[src/rtl/itof_pipe_pkg.sv]
// Shared binary32 constants for the FPU integer/float conversion paths.
package itof_pipe_pkg;

  localparam int unsigned FP_EXP_W     = 8;
  localparam int unsigned FP_FRAC_W    = 23;
  localparam int unsigned FP_EXP_BIAS  = 127;
  // Exponent of a value whose leading one sits at bit 31 of the magnitude.
  localparam int unsigned ITOF_EXP_TOP = FP_EXP_BIAS + 31;

  // binary32 field slices.
  localparam int unsigned FP_SIGN_BIT  = 31;
  localparam int unsigned FP_EXP_MSB   = 30;
  localparam int unsigned FP_EXP_LSB   = 23;
  localparam int unsigned FP_FRAC_MSB  = 22;
  localparam int unsigned FP_FRAC_LSB  = 0;

endpackage

[src/rtl/lzc32.sv]
// Combinational 32-bit leading-zero counter; valid=0 flags an all-zero input.
module lzc32 (
  input  logic [31:0] data,
  output logic [4:0]  cnt,
  output logic        valid
);

  // Scan upwards so the highest set bit has the final word.
  always_comb begin
    cnt = '0;
    for (int i = 0; i < 32; i++) begin
      if (data[i]) begin
        cnt = 5'(31 - i);
      end
    end
  end

  assign valid = |data;

endmodule

[src/rtl/itof_pipe.sv]
// Three-stage signed int32 to binary32 converter, round half away from zero.
module itof_pipe
  import itof_pipe_pkg::*;
(
  input  logic        clk,
  input  logic        rstn,
  input  logic        in_valid,
  output logic        in_ready,
  input  logic [31:0] in_data,
  output logic        out_valid,
  input  logic        out_ready,
  output logic [31:0] out_data
);

  logic en;

  // Stage 1: sign / magnitude
  logic        v1_q, sign1_q;
  logic [31:0] mag1_q, mag1_d;

  // Stage 2: normalised mantissa (frac + guard) and pre-round exponent
  logic                v2_q, sign2_q, zero2_q;
  logic [FP_FRAC_W:0]  norm2_q, norm2_d;
  logic [FP_EXP_W-1:0] exp2_q, exp2_d;
  logic [4:0]          lz;
  logic                lz_valid;

  // Stage 3: rounded result
  logic                v3_q;
  logic [31:0]         res3_q, res3_d;
  logic [FP_FRAC_W:0]  rnd_sum;
  logic [FP_EXP_W-1:0] exp3;

  assign en       = ~v3_q | out_ready;
  assign in_ready = en;

  assign mag1_d = in_data[31] ? (~in_data + 32'd1) : in_data;

  lzc32 u_lzc (
    .data  (mag1_q),
    .cnt   (lz),
    .valid (lz_valid)
  );

  // Keep norm[30:7]: 23 fraction bits plus the guard bit; norm[31] is the hidden one.
  assign norm2_d = (FP_FRAC_W + 1)'((mag1_q << lz) >> 7);
  assign exp2_d  = FP_EXP_W'(ITOF_EXP_TOP) - {3'b000, lz};

  always_comb begin
    rnd_sum = {1'b0, norm2_q[FP_FRAC_W:1]} + (FP_FRAC_W + 1)'(norm2_q[0]);
    // A carry out leaves the fraction bits at zero, so only the exponent needs bumping.
    exp3    = exp2_q + FP_EXP_W'(rnd_sum[FP_FRAC_W]);
    res3_d  = '0;
    if (!zero2_q) begin
      res3_d[FP_SIGN_BIT]             = sign2_q;
      res3_d[FP_EXP_MSB:FP_EXP_LSB]   = exp3;
      res3_d[FP_FRAC_MSB:FP_FRAC_LSB] = rnd_sum[FP_FRAC_W-1:0];
    end
  end

  always_ff @(posedge clk or negedge rstn) begin
    if (!rstn) begin
      v1_q    <= 1'b0;
      sign1_q <= 1'b0;
      mag1_q  <= '0;
      v2_q    <= 1'b0;
      sign2_q <= 1'b0;
      zero2_q <= 1'b0;
      norm2_q <= '0;
      exp2_q  <= '0;
      v3_q    <= 1'b0;
      res3_q  <= '0;
    end else if (en) begin
      v1_q    <= in_valid;
      sign1_q <= in_data[31];
      mag1_q  <= mag1_d;
      v2_q    <= v1_q;
      sign2_q <= sign1_q;
      zero2_q <= ~lz_valid;
      norm2_q <= norm2_d;
      exp2_q  <= exp2_d;
      v3_q    <= v2_q;
      res3_q  <= res3_d;
    end
  end

  assign out_valid = v3_q;
  assign out_data  = res3_q;

endmodule

[config.mk]
export PLATFORM = sky130hd
export DESIGN_NAME = itof_pipe
export DESIGN_NICKNAME = d
export VERILOG_FILES = /design/src/rtl/itof_pipe_pkg.sv /design/src/rtl/lzc32.sv /design/src/rtl/itof_pipe.sv
export SDC_FILE = /design/constraint.sdc
export NUM_CORES = 1
export LEC_CHECK = 0
export CAP_MARGIN = 0
export CORE_MARGIN = 8
export CORE_UTILIZATION = 58
export CTS_CLUSTER_SIZE = 25
export DETAILED_ROUTE_END_ITERATION = 12
export PLACE_DENSITY = 0.81
export SLEW_MARGIN = 20
export SYNTH_ARGS = -nofsm -noshare
export SYNTH_HDL_FRONTEND = slang
export SYNTH_SLANG_ARGS = --single-unit
[constraint.sdc]
create_clock -name clk -period 3.5 [get_ports clk]
set_input_delay 0.525 -clock clk [delete_from_list [all_inputs] [get_ports clk]]
set_output_delay 0.525 -clock clk [all_outputs]
set_load 0.01 [all_outputs]
==> results.md, run 1 <==
* Run status: finished, final reports clean
* Routability congestion estimate from global placement at 0.926
* Cell Area, Synth at 0.00682 mm^2
* Starting Density at 59.5%
* Clock sinks at 102
* First-pass GRT wire length at 30800 um
* Row count at 39
* Asr flop ratio synth at 100%
* Worst Path Required at 3800 ps
* Die footprint at 0.0155 mm^2
* Final Hold Vio Count at 0
* Min-delay worst type: in2async
* Yosys cell types at 69
* Via count at 6136
* RSZ-0062 raised after global routing: no
* Top cell type by total area after synthesis: dfrtp_1
* Remaining DRCs at 0
* Share of cells above drive strength 1 at 8.53%
* Layout overhead on the synthesized area at 17.0%
* Leakage at 3.33 nW
* Post-DP HPWL at 14000 um
* CTS tree: built
* Root Buffer: clkbuf_16
* Hold_buf cts at 0
* Critical path type: reg2reg
* Setup tns final at 0 ps
* Cell count of the worst reg-to-reg path at 11
* Die W at 124 um
* Final Critical Period at 3280 ps
* Final setup fails at 0
* Syn_area_per_cell at 8.46 um^2
* Pwr Density at 798 mW/mm^2
* Yosys warns at 0
* GRT Overall Usage at 23.9%
* Syn nets at 847
* Die Y at 124 um
* Post-Route Utilization at 69.6%
* CTS resizes at 0
* CP Capture Type: flip-flop
* CP endpoint: norm2_q[13]
* Max layer used: met4
* Final Cycle Share at 93.8%
* Initial antenna violation count at 0
* R2R Setup Slk at 220 ps
* DRT Wirelength at 18500 um
* Clk_lat worst skew at 360 ps
* Commonest non-fill, non-tap cell in the layout: nand2_1
* Number of port buffers at 69
* Most frequent cells in the layout: 154 x nand2_1, 102 x dfrtp_1, 80 x o21ai_0
* Fmax at 0.305 GHz
* Sequential fraction of the synthesis area at 37.4%
* Antenna Violating Nets Remaining at 0
* Cells after DPL at 995
* CP arrival at 3580 ps
* Routed wl met3 at 889 um
* CP startpoint: mag1_q[6]
* Synth Flop Type: dfrtp_1
* Post-synthesis instance total at 806
* Fillers at 909
* Vias per Instance at 6.07
* Slew margin rel. at 32.8%
* Num CTS Buffers at 9
* Clock transition at path regs at 70 ps
* R2R Path End: norm2_q[13]
* Max Root-Sink Buffers at 2
* Largest cells by area after synthesis: dfrtp_1 37%, nand2_1 8.5%, mux2i_1 8.2%, o21ai_0 5.9%, xor2_1 5.3%
* Flops & latches, synth at 102
* Core region area at 0.0115 mm^2
* DRT iter0 DRCs at 530
* Met2 Wirelength at 9070 um
* Number of synthesized flops with an enable pin at 0
* Final Slew Violations at 0
* GR Overflow Total at 0
* ANT cells at 0
* Setup Buffers After CTS at 0
* Post-synth top area share at 37.4%
* Per-cell routed wire length at 18.3 um
* Maximum vdd ir drop at 0.000684 V
* Max FO, Critical Path at 11
* Vias in the first global route at 5975
* CP Launch Type: flip-flop
* Least-Margin Pin Slew at 1000 ps
* CTS H-Tree Depth at 3
* I/O pin total at 70
* Worst r2r src: mag1_q[6]
* Final Non-Filler Cells at 1011
* Met1 Wirelength at 7970 um
* Max-cap violations at 0
* Post-Route Skew at 8.29 ps
* Nets at 904
* Largest net degree at the start of global routing at 137
* Initial DRT Pass Iterations at 5
## critical path, stage by stage (launching register included)
cell	delay [ps]
dfrtp_1	430
buf_4	170
or3_1	370
o211ai_1	220
a21oi_1	150
o21bai_4	360
buf_4	270
buf_4	220
mux2i_1	350
nand2_1	90
a2111oi_0	440
a2111o_1	140
## how the worst min path moves through the flow
stage | startpoint | to | slack [ps] | depth (start not counted)
after detailed placement | sign2_q | sign2_q | 460 | 2
after global routing | rstn | out_data[25] | 350 | 1
final | rstn | out_data[25] | 260 | 1
after CTS | rstn | out_data[25] | 300 | 1
after floorplan | rstn | exp2_q[0] | 230 | 0
after global placement | v2_q | v2_q | 440 | 2
## synth_stat cells (3+ instances only)
master,instances
nand2_1,154
dfrtp_1,102
o21ai_0,80
mux2i_1,56
nor2_1,50
xor2_1,41
nand3_1,31
clkbuf_1,24
a21oi_1,23
inv_1,17
xnor2_1,17
buf_2,13
o31ai_1,13
a22oi_1,11
mux2_2,11
o21ai_1,10
buf_1,9
nor3_1,9
and3_1,8
or3_1,8
and2_1,6
nand3b_1,6
nor4_1,6
a32oi_1,5
ha_1,5
nand2b_1,5
nand4_1,5
o221ai_1,5
or4_1,5
a21o_1,4
a221oi_1,4
buf_4,4
nor2b_1,4
o211ai_1,4
a211oi_1,3
a32o_1,3
o21a_1,3
or2_2,3
## routing by layer
layer,vias to the layer above,GRT usage [%]
met5,-,0
met4,0,11.4
met3,34,3.70
met2,212,39.5
met1,2908,29.8
li1,2982,-
## layout make-up
type | count | area (um^2) | area share (%)
flip-flops and latches | 102 | 2550 | 32.0
repair buffers | 99 | 926 | 11.6
clock buffers | 11 | 243 | 3.04
inverters | 18 | 67.6 | 0.847
multi-input cells | 633 | 3960 | 49.6
well taps | 143 | 179 | 2.24
clock inverters | 5 | 56.3 | 0.706
## through the flow
step	hold slack [ps]	total power, mW	instance area (um^2)	setup slack [ps]
CTS	305	6.36	7980	263
global route	349	6.76	7980	33.9
detailed placement	456	5.32	7680	132
finish	265	6.37	7980	217
floorplan	229	4.12	6820	793
global placement	444	5.24	7680	193
## cells by family after synthesis
kind of cell    after synthesis  synth area share (%)
simple gates                305                  20.1
xor+xnor                     58                  7.45
fa+ha+maj                     5                 0.917
mux                          68                  10.4
buf+inv                      71                  4.83
flops                       102                  37.4
compound gates              197                  18.9
## where the power goes
part | leakage [nW] | internal [mW] | switching, mW | total [mW]
clock network | 0.146 | 0.575 | 0.454 | 1.03
logic | 1.96 | 1.46 | 1.79 | 3.25
registers | 1.23 | 1.63 | 0.460 | 2.09
total | 3.33 | 3.66 | 2.71 | 6.37
## state kept, by name, indices dropped and copies added, names as in the netlist
name / cells
exp2_q: 8
sign1_q: 1
norm2_q: 24
mag1_q: 32
v1_q: 1
sign2_q: 1
zero2_q: 1
out_valid: 1
out_data: 32
v2_q: 1
(Power assumes the default switching activity.)
==> run 2, diff against run 1 <==
--- a/config.mk
+++ b/config.mk
@@ -7,11 +7,12 @@
 export LEC_CHECK = 0
 export CAP_MARGIN = 0
 export CORE_MARGIN = 8
-export CORE_UTILIZATION = 58
+export CORE_UTILIZATION = 52
 export CTS_CLUSTER_SIZE = 25
 export DETAILED_ROUTE_END_ITERATION = 12
-export PLACE_DENSITY = 0.81
+export PLACE_DENSITY = 0.77
 export SLEW_MARGIN = 20
 export SYNTH_ARGS = -nofsm -noshare
 export SYNTH_HDL_FRONTEND = slang
+export SYNTH_HIERARCHICAL = 1
 export SYNTH_SLANG_ARGS = --single-unit
==> constraint.sdc (replaced) <==
create_clock -name clk -period 2.67 [get_ports clk]
set_input_delay 0.4005 -clock clk [delete_from_list [all_inputs] [get_ports clk]]
set_output_delay 0.4005 -clock clk [all_outputs]
set_load 0.01 [all_outputs]
==> run 2 against run 1 <==
Effect of this change: the flow now finishes with violations (setup timing); non-clock buffer count up 131; synthesized cell count shrank 7.4%; design area grew 21%; sequential power up 28%; sequential cell count stayed put; register-to-register slack lost 610 ps; clock power increased by 25%; sequential share of layout area is 5.4 points lower; clock skew down 1.3 ps; first-iteration DRC count fell by 34%; total power grew 54%; critical path type unchanged; largest power group unchanged.
==> results.md, run 2 <==
* Run status: complete, but fails checks
* Failing checks: setup timing
* Vias in the first global route at 6717 (+12%)
* Via count at 6616 (+7.8%)
* Clock transition at path regs at 70 ps (about the same)
* CP max stage cell: mux4_2
* Per-cell routed wire length at 18.6 um (+1.5%)
* Post-Route Skew at 6.95 ps (-1.34 ps)
* Most frequent cells in the layout: 140 x buf_4, 104 x nand2_1, 100 x dfrtp_1
* Largest net degree at the start of global routing at 62 (-55%)
* DRT Wirelength at 20800 um (+12%)
* Root Buffer: clkbuf_16
* Row count at 41 (+5.1%)
* Pre-CTS setup slack at -471 ps (-603 ps)
* Post-synthesis instance total at 746 (-7.4%)
* Clk_lat worst skew at 350 ps (about the same)
* Initial DRT Pass Iterations at 5 (unchanged)
* Share of cells above drive strength 1 at 30.8% (+22 points)
* Max-cap violations at 0 (unchanged)
* Leakage at 3.95 nW (+19%)
* Final worst slack at -397 ps (-614 ps)
* Delay-heaviest family, CP: buffers and inverters
* Min-delay worst type: in2async
* CP Launch Type: flip-flop
* Clock sinks at 102 (unchanged)
* Max Root-Sink Buffers at 2 (unchanged)
* Routability congestion estimate from global placement at 0.920 (-0.68%)
* Post-synth top area share at 37.6% (+0.13 points)
* Die W at 130 um (+4.7%)
* Final Hold Vio Count at 0 (unchanged)
* I/O pin total at 70 (unchanged)
* ANT cells at 0 (unchanged)
* Die footprint at 0.0170 mm^2 (+9.7%)
* CTS tree: built
* Top cell type by total area after synthesis: dfrtp_1
* Cells after DPL at 1083 (+8.8%)
* Nets at 982 (+8.6%)
* Asr flop ratio synth at 100% (unchanged)
* CTS H-Tree Depth at 3 (unchanged)
* Worst path buffer plus inverter count at 5 (+2)
* Worst Path Required at 2940 ps (-860 ps)
* Synth top cells by count: 107 x nand2_1, 102 x dfrtp_1, 61 x o21ai_0, 47 x nor2_1, 43 x xor2_1
* Num CTS Buffers at 9 (unchanged)
* Yosys cell types at 65 (-5.8%)
* Hold_buf cts at 0 (unchanged)
* Slew margin rel. at 60.9% (+28 points)
* Layout overhead on the synthesized area at 41.5%
* DRT iter0 DRCs at 352 (-34%)
* Flops & latches, synth at 102 (unchanged)
* GRT Overall Usage at 24.1% (+0.19 points)
* Core region area at 0.0127 mm^2 (+10%)
* Maximum vdd ir drop at 0.000494 V (-28%)
* Syn nets at 788 (-7.0%)
* Final Critical Period at 3070 ps (-216 ps)
* Remaining DRCs at 0 (unchanged)
* Final Slew Violations at 0 (unchanged)
* Final setup fails at 24 (+24)
* Cell with the most instances after synthesis: nand2_1
* Number of synthesized flops with an enable pin at 0 (unchanged)
* Antenna Violating Nets Remaining at 0 (unchanged)
* Least-Margin Pin Slew at 586 ps (-418 ps)
* Syn_area_per_cell at 9.11 um^2 (+7.7%)
* First-pass GRT wire length at 32700 um (+6.1%)
* Final Cycle Share at 115% (+21 points)
* Number of port buffers at 69 (unchanged)
* Critical path type: reg2reg
* Crit path largest cell delay at 510 ps (+70 ps)
* GR Overflow Total at 0 (unchanged)
* Cell Area, Synth at 0.00680 mm^2 (-0.35%)
* Pwr Density at 1020 mW/mm^2 (+28%)
* CP Capture Type: flip-flop
* Final Non-Filler Cells at 1117 (+10%)
* Top cell by count, worst path: buf_4
* RSZ-0062 raised after global routing: yes
* Largest cells by area after synthesis: dfrtp_1 38%, nand2_1 5.9%, xor2_1 5.5%, mux2i_1 5.0%, o21ai_0 4.5%
* Sequential fraction of the synthesis area at 37.6% (+0.13 points)
* Commonest non-fill, non-tap cell in the layout: buf_4
* CP arrival at 3340 ps (-240 ps)
* Fmax at 0.326 GHz (+7.1%)
* Die Y at 130 um (+4.7%)
* Yosys warns at 6 (+6)
* Synth Flop Type: dfrtp_1
* Starting Density at 53.6% (-5.8 points)
* Vias per Instance at 5.92 (-2.4%)
* CP cell instances: buf_4 -> nor4_1 -> a21oi_1 -> a21o_1 -> buf_12 -> buf_4 -> buf_8 -> mux2i_4 -> mux4_2 -> o22ai_2 -> buf_4 -> nand3_2 -> o211ai_1
* Max FO, Critical Path at 11 (unchanged)
* Initial antenna violation count at 0 (unchanged)
* Post-DP HPWL at 15200 um (+8.9%)
[run 2: cell count changes in the layout (fill, tap and decap cells not counted), moves of 7 or more]
cell,previous run,this run
buf_4,30,140
buf_6,0,14
mux2i_1,56,16
mux2i_2,0,7
mux2i_4,0,11
mux4_2,1,13
nand2_1,154,104
nand3_1,31,13
nor2_1,50,42
o21ai_0,80,49
o31ai_1,13,22
[run 2: path summary, 6_finish.rpt]
path                                end  cells after the start        from  slack [ps]
setup / recovery            norm2_q[19]                     13  mag1_q[25]        -400
hold / removal             out_data[28]                      1        rstn          20
setup reg to reg            norm2_q[19]                     13  mag1_q[25]        -400
hold reg to reg                    v2_q                      2        v2_q         460
max in group asynchronous     mag1_q[2]                      2        rstn        1930
min in group clk                   v2_q                      2        v2_q         460
[run 2: area by class of cell]
| cell class | instances | area, um^2 |
|---|---|---|
| Clock buffer | 10 | 239 |
| Multi-Input combinational cell | 584 | 4470 |
| Timing Repair Buffer | 230 | 2040 |
| Tap cell | 172 | 215 |
| Clock inverter | 6 | 50.0 |
| Inverter | 13 | 48.8 |
| Sequential cell | 102 | 2550 |
| Fill cell | 924 | 3050 |
[run 2: cell families (layout without fill, tap and decap cells)]
family,Yosys count,in the layout,share of synthesized area [%]
and+or+nand+nor,270,270,19.6
AOI/OAI and AO/OA,191,192,19.3
DFF,102,102,37.6
buffers and inverters,61,259,3.77
muxes,60,60,11.5
xor gates and xnor gates,56,56,7.22
adders and majority gates,6,6,1.10
[run 2: stage by stage]
stage	area (um^2)	hold WS, ps	utilization [%]	TNS [ps]	total power, mW
3_3_place_gp	8650	405	68.3	-9110	7.38
2_1_floorplan	6840	105	-	-834	5.23
3_5_place_dp	8650	409	68.3	-9620	7.51
4_1_cts	9360	39.2	73.9	-3980	9.35
6_report	9620	22.4	75.9	-6540	9.83
5_1_grt	9620	64.0	75.9	-8460	10.3
[run 2: power breakdown]
group          internal, mW  total (mW)  switching (mW)
Clock                 0.672        1.29           0.614
Combinational          3.06        5.88            2.82
Sequential             2.13        2.67           0.539
Total                  5.86        9.83            3.97
[run 2: per-layer routing]
metal  track usage [%]  up-vias  routed length, um
met5                 0        -                  0
met4              11.5        0               1040
met3              3.35       67                909
met2              44.2      199              10700
met1              26.8     3214               8090
li1                  -     3136                  -
[run 2: worst register-to-register path, delay by kind of cell (launching register included)]
kind                   cells  cell delay [ps]
AOI/OAI and AO/OA          4              670
muxes                      2              710
DFF                        1              390
and+or+nand+nor            2              490
buffers and inverters      5              730
[run 2: what timing repair did]
action / 4_1_cts / 5_1_grt
setup endpoints to repair: 24 / 26
pin swaps: 14 / 12
setup buffers: 11 / 6
gates resized for setup: 81 / 48
cloned: 1 / 0
==> run 3, diff against run 2 <==
--- a/config.mk
+++ b/config.mk
@@ -10,6 +10,7 @@
 export CORE_UTILIZATION = 52
 export CTS_CLUSTER_SIZE = 25
 export DETAILED_ROUTE_END_ITERATION = 12
+export GPL_ROUTABILITY_DRIVEN = 1
 export PLACE_DENSITY = 0.77
 export SLEW_MARGIN = 20
 export SYNTH_ARGS = -nofsm -noshare
==> results of run 3 <==
Final layout, timing and power as in run 2 (identical DEF).
